## src/rtl/pipe_skid_reg_64_if.sv

```systemverilog
// Handshake bundle for the two-entry skid register: upstream
// push side, downstream pop side and the held-entry count.
// Ports (slave = register side):
//   in_valid/in_data -> in_ready, out_ready -> out_valid/out_data,
//   occupancy = number of held entries (0..2).
interface pipe_skid_reg_64_if #(
    parameter int WIDTH = 64
);
    logic             in_valid;
    logic [WIDTH-1:0] in_data;
    logic             in_ready;
    logic             out_valid;
    logic [WIDTH-1:0] out_data;
    logic             out_ready;
    logic [1:0]       occupancy;

    modport master (
        output in_valid,
        output in_data,
        input  in_ready,
        input  out_valid,
        input  out_data,
        output out_ready,
        input  occupancy
    );

    modport slave (
        input  in_valid,
        input  in_data,
        output in_ready,
        output out_valid,
        output out_data,
        input  out_ready,
        output occupancy
    );
endinterface

```

## src/rtl/pipe_skid_reg_64.sv

```systemverilog
// Two-entry skid register between pipeline stages, in-order,
// 1-cycle latency, all handshake outputs registered.
// Ports: clk, Reset (sync, active-high), flush (drop all entries),
//   bus (slave side of pipe_skid_reg_64_if).
module pipe_skid_reg_64 #(
    parameter int WIDTH = 64
) (
    input logic               clk,
    input logic               Reset,
    input logic               flush,
    pipe_skid_reg_64_if.slave bus
);
    // Encoding equals the number of held entries.
    typedef enum logic [1:0] {
        EMPTY = 2'd0,
        ONE   = 2'd1,
        FULL  = 2'd2
    } state_t;

    state_t           r_state;
    state_t           w_nxt;
    logic [WIDTH-1:0] r_main;
    logic [WIDTH-1:0] r_skid;
    logic             r_in_ready;
    logic             r_out_valid;
    logic [1:0]       r_occ;
    logic             w_accept;
    logic             w_deliver;

    assign w_accept  = bus.in_valid & r_in_ready;
    assign w_deliver = r_out_valid & bus.out_ready;

    assign bus.in_ready  = r_in_ready;
    assign bus.out_valid = r_out_valid;
    assign bus.out_data  = r_main;
    assign bus.occupancy = r_occ;

    always_comb begin
        w_nxt = r_state;
        unique case (r_state)
            EMPTY: if (w_accept) w_nxt = ONE;
            ONE: begin
                if (w_accept && !w_deliver)
                    w_nxt = FULL;
                else if (!w_accept && w_deliver)
                    w_nxt = EMPTY;
            end
            FULL: if (w_deliver) w_nxt = ONE;
            default: w_nxt = EMPTY;
        endcase
        if (flush)
            w_nxt = EMPTY;
    end

    // Handshake flags are precomputed from the next state so
    // they never depend combinationally on in_valid/out_ready.
    always_ff @(posedge clk) begin
        if (Reset) begin
            r_state     <= EMPTY;
            r_main      <= '0;
            r_skid      <= '0;
            r_out_valid <= 1'b0;
            r_in_ready  <= 1'b1;
            r_occ       <= 2'd0;
        end else begin
            r_state     <= w_nxt;
            r_out_valid <= (w_nxt != EMPTY);
            r_in_ready  <= (w_nxt != FULL);
            r_occ       <= w_nxt;
            // A flush cycle writes nothing: the accepted entry
            // is dropped and the old contents are don't-care.
            if (!flush) begin
                unique case (r_state)
                    EMPTY: if (w_accept) r_main <= bus.in_data;
                    ONE: begin
                        if (w_accept && w_deliver)
                            r_main <= bus.in_data;
                        else if (w_accept)
                            r_skid <= bus.in_data;
                    end
                    FULL: if (w_deliver) r_main <= r_skid;
                    default: ;
                endcase
            end
        end
    end
endmodule

```

## src/flat_wrapper.sv

```systemverilog
// flat-port wrapper written by rule: the top's interface ports become plain ports
module pipe_skid_reg_64_flat 
#(
    parameter int WIDTH = 64
)
  (clk, Reset, flush, bus_in_valid, bus_in_data, bus_in_ready, bus_out_valid, bus_out_data, bus_out_ready, bus_occupancy);
  pipe_skid_reg_64_if #(.WIDTH(WIDTH)) bus_i ();
  input logic clk;
  input logic Reset;
  input logic flush;
  input wire logic [$bits(bus_i.in_valid)-1:0] bus_in_valid;
  input wire logic [$bits(bus_i.in_data)-1:0] bus_in_data;
  output wire logic [$bits(bus_i.in_ready)-1:0] bus_in_ready;
  output wire logic [$bits(bus_i.out_valid)-1:0] bus_out_valid;
  output wire logic [$bits(bus_i.out_data)-1:0] bus_out_data;
  input wire logic [$bits(bus_i.out_ready)-1:0] bus_out_ready;
  output wire logic [$bits(bus_i.occupancy)-1:0] bus_occupancy;
  assign bus_i.in_valid = bus_in_valid;
  assign bus_i.in_data = bus_in_data;
  assign bus_in_ready = bus_i.in_ready;
  assign bus_out_valid = bus_i.out_valid;
  assign bus_out_data = bus_i.out_data;
  assign bus_i.out_ready = bus_out_ready;
  assign bus_occupancy = bus_i.occupancy;
  pipe_skid_reg_64 #(.WIDTH(WIDTH)) u_core (.clk(clk), .Reset(Reset), .flush(flush), .bus(bus_i));
endmodule
```

## config.mk

```make
export PLATFORM = sky130hd
export DESIGN_NAME = pipe_skid_reg_64_flat
export DESIGN_NICKNAME = d
export VERILOG_FILES = /design/src/rtl/pipe_skid_reg_64_if.sv /design/src/rtl/pipe_skid_reg_64.sv /design/src/flat_wrapper.sv
export SDC_FILE = /design/constraint.sdc
export NUM_CORES = 1
export LEC_CHECK = 0
export ABC_AREA = 1
export BUFFER_PORTS_ARGS = -buffer_cell sky130_fd_sc_hd__buf_2
export CAP_MARGIN = 40
export CORE_ASPECT_RATIO = 2
export CORE_UTILIZATION = 50
export CTS_BUF_LIST = sky130_fd_sc_hd__clkbuf_8
export CTS_CLUSTER_DIAMETER = 40
export CTS_CLUSTER_SIZE = 16
export DETAILED_ROUTE_END_ITERATION = 8
export PLACE_DENSITY = 0.75
export SYNTH_ARGS = -nofsm -noshare
export SYNTH_HDL_FRONTEND = slang
export SYNTH_SLANG_ARGS = --single-unit
export TNS_END_PERCENT = 10
```

## constraint.sdc

```tcl
create_clock -name clk -period 1.9 [get_ports clk]
set_clock_uncertainty 0.2 [all_clocks]
set_input_delay 0.19 -clock clk [delete_from_list [all_inputs] [get_ports clk]]
set_output_delay 0.19 -clock clk [all_outputs]
set_load 0.02 [all_outputs]
```

==> out/results.ini <==
[clocking]
clockRootBuffer=clkbuf_8
cts_buffers=17
cts_setup_buffers=0
worstSkewPairLatency_ns=0.43
clk_pin_slew_ns=0.07
cts_resized=0
htreeDepth=4
clockBufferDepth=2
cts_tree=yes
cts.sinks=132

[sta]
slew_headroom_pct=64.5
worst_slew_pin_slew_ns=0.533
finalSetupViolations=0
worst_slack_ns=0.158
fin_crit_sh_pct=91.7
hold_violations=0
setup_tns_ns=0
rsz0062_at_grt=no
max_freq_mhz=574
drv_slew=0
period_needed_ns=1.74

[drt]
drtIter0Drc=188
dr.pass1.iters=4
postRouteAntennaNets=0
drt_wl_total_mm=14.5
wire_per_inst_um=11.6
drt_drc_violations_left=0
via_per_inst=4.69
routed-via-count=5877

[placement]
dp_hpwl_mm=8.93
gp_congestion=0.766
portBuffers=136
dp_slack_ns=0.173

[setup_path]
crit_fanout=30
crit_buf_inv=2
crit_path_cell_trace=nand2_1, nor2_2, nand2_2, inv_2, buf_4, nor2_1, nor2_1
critPathSlowestCell=dfxtp_1
crit_arrival_ns=1.91
crit_type=register to register
cpPeakStageDelay_ns=0.44
startpoint_type=register
worstSetupEndpointType=register
critPathTopFamily=simple AND/OR/NAND/NOR gates
cp_common_cell=nor2_1
worstPathRequired_ns=2.07

[power_and_ir_drop]
swShare_pct=27.2
worst_ir_drop_vdd_mv=0.705
clockPowerShare_pct=36.5
switching_power_mw=1.68
powerDensity_nw_per_um2=814
p_int_mw=4.49
combPwrFrac_pct=15.3
p_leak_nw=3.93
seqPwrFrac_pct=48.2

[logic_synthesis]
syn_area_um2=5890
synth.net_count=988
syn_area_per_cell_um2=6.41
ys_ff_latch=132
synth-edff-count=0
synth_cells=919
synthTopCellsByArea=dfxtp_1, nand2_1, nor2_1, o21ai_0, inv_1
ys_types=19
synth_top_area_share_pct=44.9
synth_common_cells=nand2_1, nor2_1, dfxtp_1
synth_top_cell_by_area=dfxtp_1
post-synth-top-count-cell=nand2_1
yosysSeqAreaShare_pct=44.9
ys_async_sr_fraction_pct=0
yosysWarnings=0
synthFlopType=dfxtp_1

[hold_path]
hold_path.class=input pin to register

[grt]
grt_pass1_vias=5436
antenna_found_initial=0
grt_pass1_wl_mm=23.9
grt_max_degree=129
grtUsageTotal_pct=24.9
gr-total-overflow=0

[finish]
final_util_pct=66.4
fill_cells=1034
drive_gt1_share_pct=17.0
seqCellArea_um2=2640
area_growth_pct=28.7
multiInputGateArea_um2=2580
nets=1168
antenna_cells=0

[floorplan]
io_pins=137
rows=55
start_util_pct=51.6
fp.coreArea_um2=11400
die_w_um=78.8
dieArea_um2=12200
die_h_um=156

[job]
maxCapViolations=0

[outcome]
status=finished, final reports clean

## path summary, 6_finish.rpt
path                           start                      end  slack [ns]  depth (start not counted)
max          u_core.bus.occupancy[0]        u_core.r_skid[25]        0.16                          7
min                     bus_in_valid  u_core.bus.occupancy[0]        0.05                          6
max reg2reg  u_core.bus.occupancy[0]        u_core.r_skid[25]        0.16                          7
min reg2reg   u_core.bus.out_data[1]   u_core.bus.out_data[1]        0.28                          2
## power by group through the flow
stage	Combinational (mW)	Sequential, mW	Clock [mW]
after floorplan	0.457	3.16	0
after global placement	0.824	3.03	0
after detailed placement	0.835	3.04	0
after CTS	0.943	2.97	2.29
after global routing	1.06	2.99	2.43
final	0.947	2.98	2.25
## registers in the layout, indices dropped and copies added, names as in the netlist
| signal | count |
|---|---|
| u_core.bus.out_data | 64 |
| u_core.r_skid | 64 |
| u_core.bus.occupancy | 2 |
| u_core.bus.in_ready | 1 |
| u_core.bus.out_valid | 1 |
## routing by layer
| metal | vias up | track usage (%) | wire length [µm] |
|---|---|---|---|
| li1 | 3076 | - | - |
| met1 | 2625 | 24.6 | 5760 |
| met2 | 140 | 47.7 | 7920 |
| met3 | 36 | 4.87 | 441 |
| met4 | 0 | 12.0 | 414 |
| met5 | - | 0 | 0 |
## repair_timing
action / CTS / global route
hold buffers: 67 / 0
setup endpoints to repair: 0 / 0
endpoints found under the hold margin: 131 / 0
## logic make-up (layout without fill, tap and decap cells)
kind of cell           after synthesis  in the layout  synth area share [%]
AO/OA/AOI/OAI                       67             67                  5.73
buffers and inverters              127            319                  11.4
flip-flops                         132            132                  44.9
AND/OR/NAND/NOR                    593            593                  38.0
## worst min-delay path, stage by stage
cell,delay [ns]
buf_2,0.09
nand2_1,0.10
nand4_1,0.09
nand2_1,0.05
nand2_1,0.07
inv_1,0.04
## per-stage QoR
stage,power [mW],std cells,area (µm²),hold slack [ns]
finish,6.17,1253,7580,0.0536
CTS,6.21,1253,7580,0.00967
detailed placement,3.87,1155,6530,0.252
floorplan,3.62,919,5890,0.138
global placement,3.86,1155,6530,0.248
global route,6.49,1253,7580,0.0805
## placed cells by master, fill, tap and decap left out, drive strengths merged
cell type	Yosys	routed
inv	72	72
buf	38	149
clkinv	0	4
dfxtp	132	132
nand2	332	332
nand3	1	1
nand4	1	1
clkbuf	17	22
bufinv	0	1
clkinvlp	0	4
o211ai	1	1
nor2	259	259
o21ai	65	65
a21oi	1	1
dlygate4sd3	0	67
## area by class of cell
| cell class | instances | area share, % |
|---|---|---|
| tap | 142 | 2.34 |
| sequential | 132 | 34.9 |
| inverter | 72 | 3.58 |
| timing repair buffer | 216 | 20.1 |
| clock buffer | 22 | 3.99 |
| multi-input combinational | 660 | 34.1 |
| clock inverter | 9 | 1.04 |
Power figures use the tool's default switching activity.
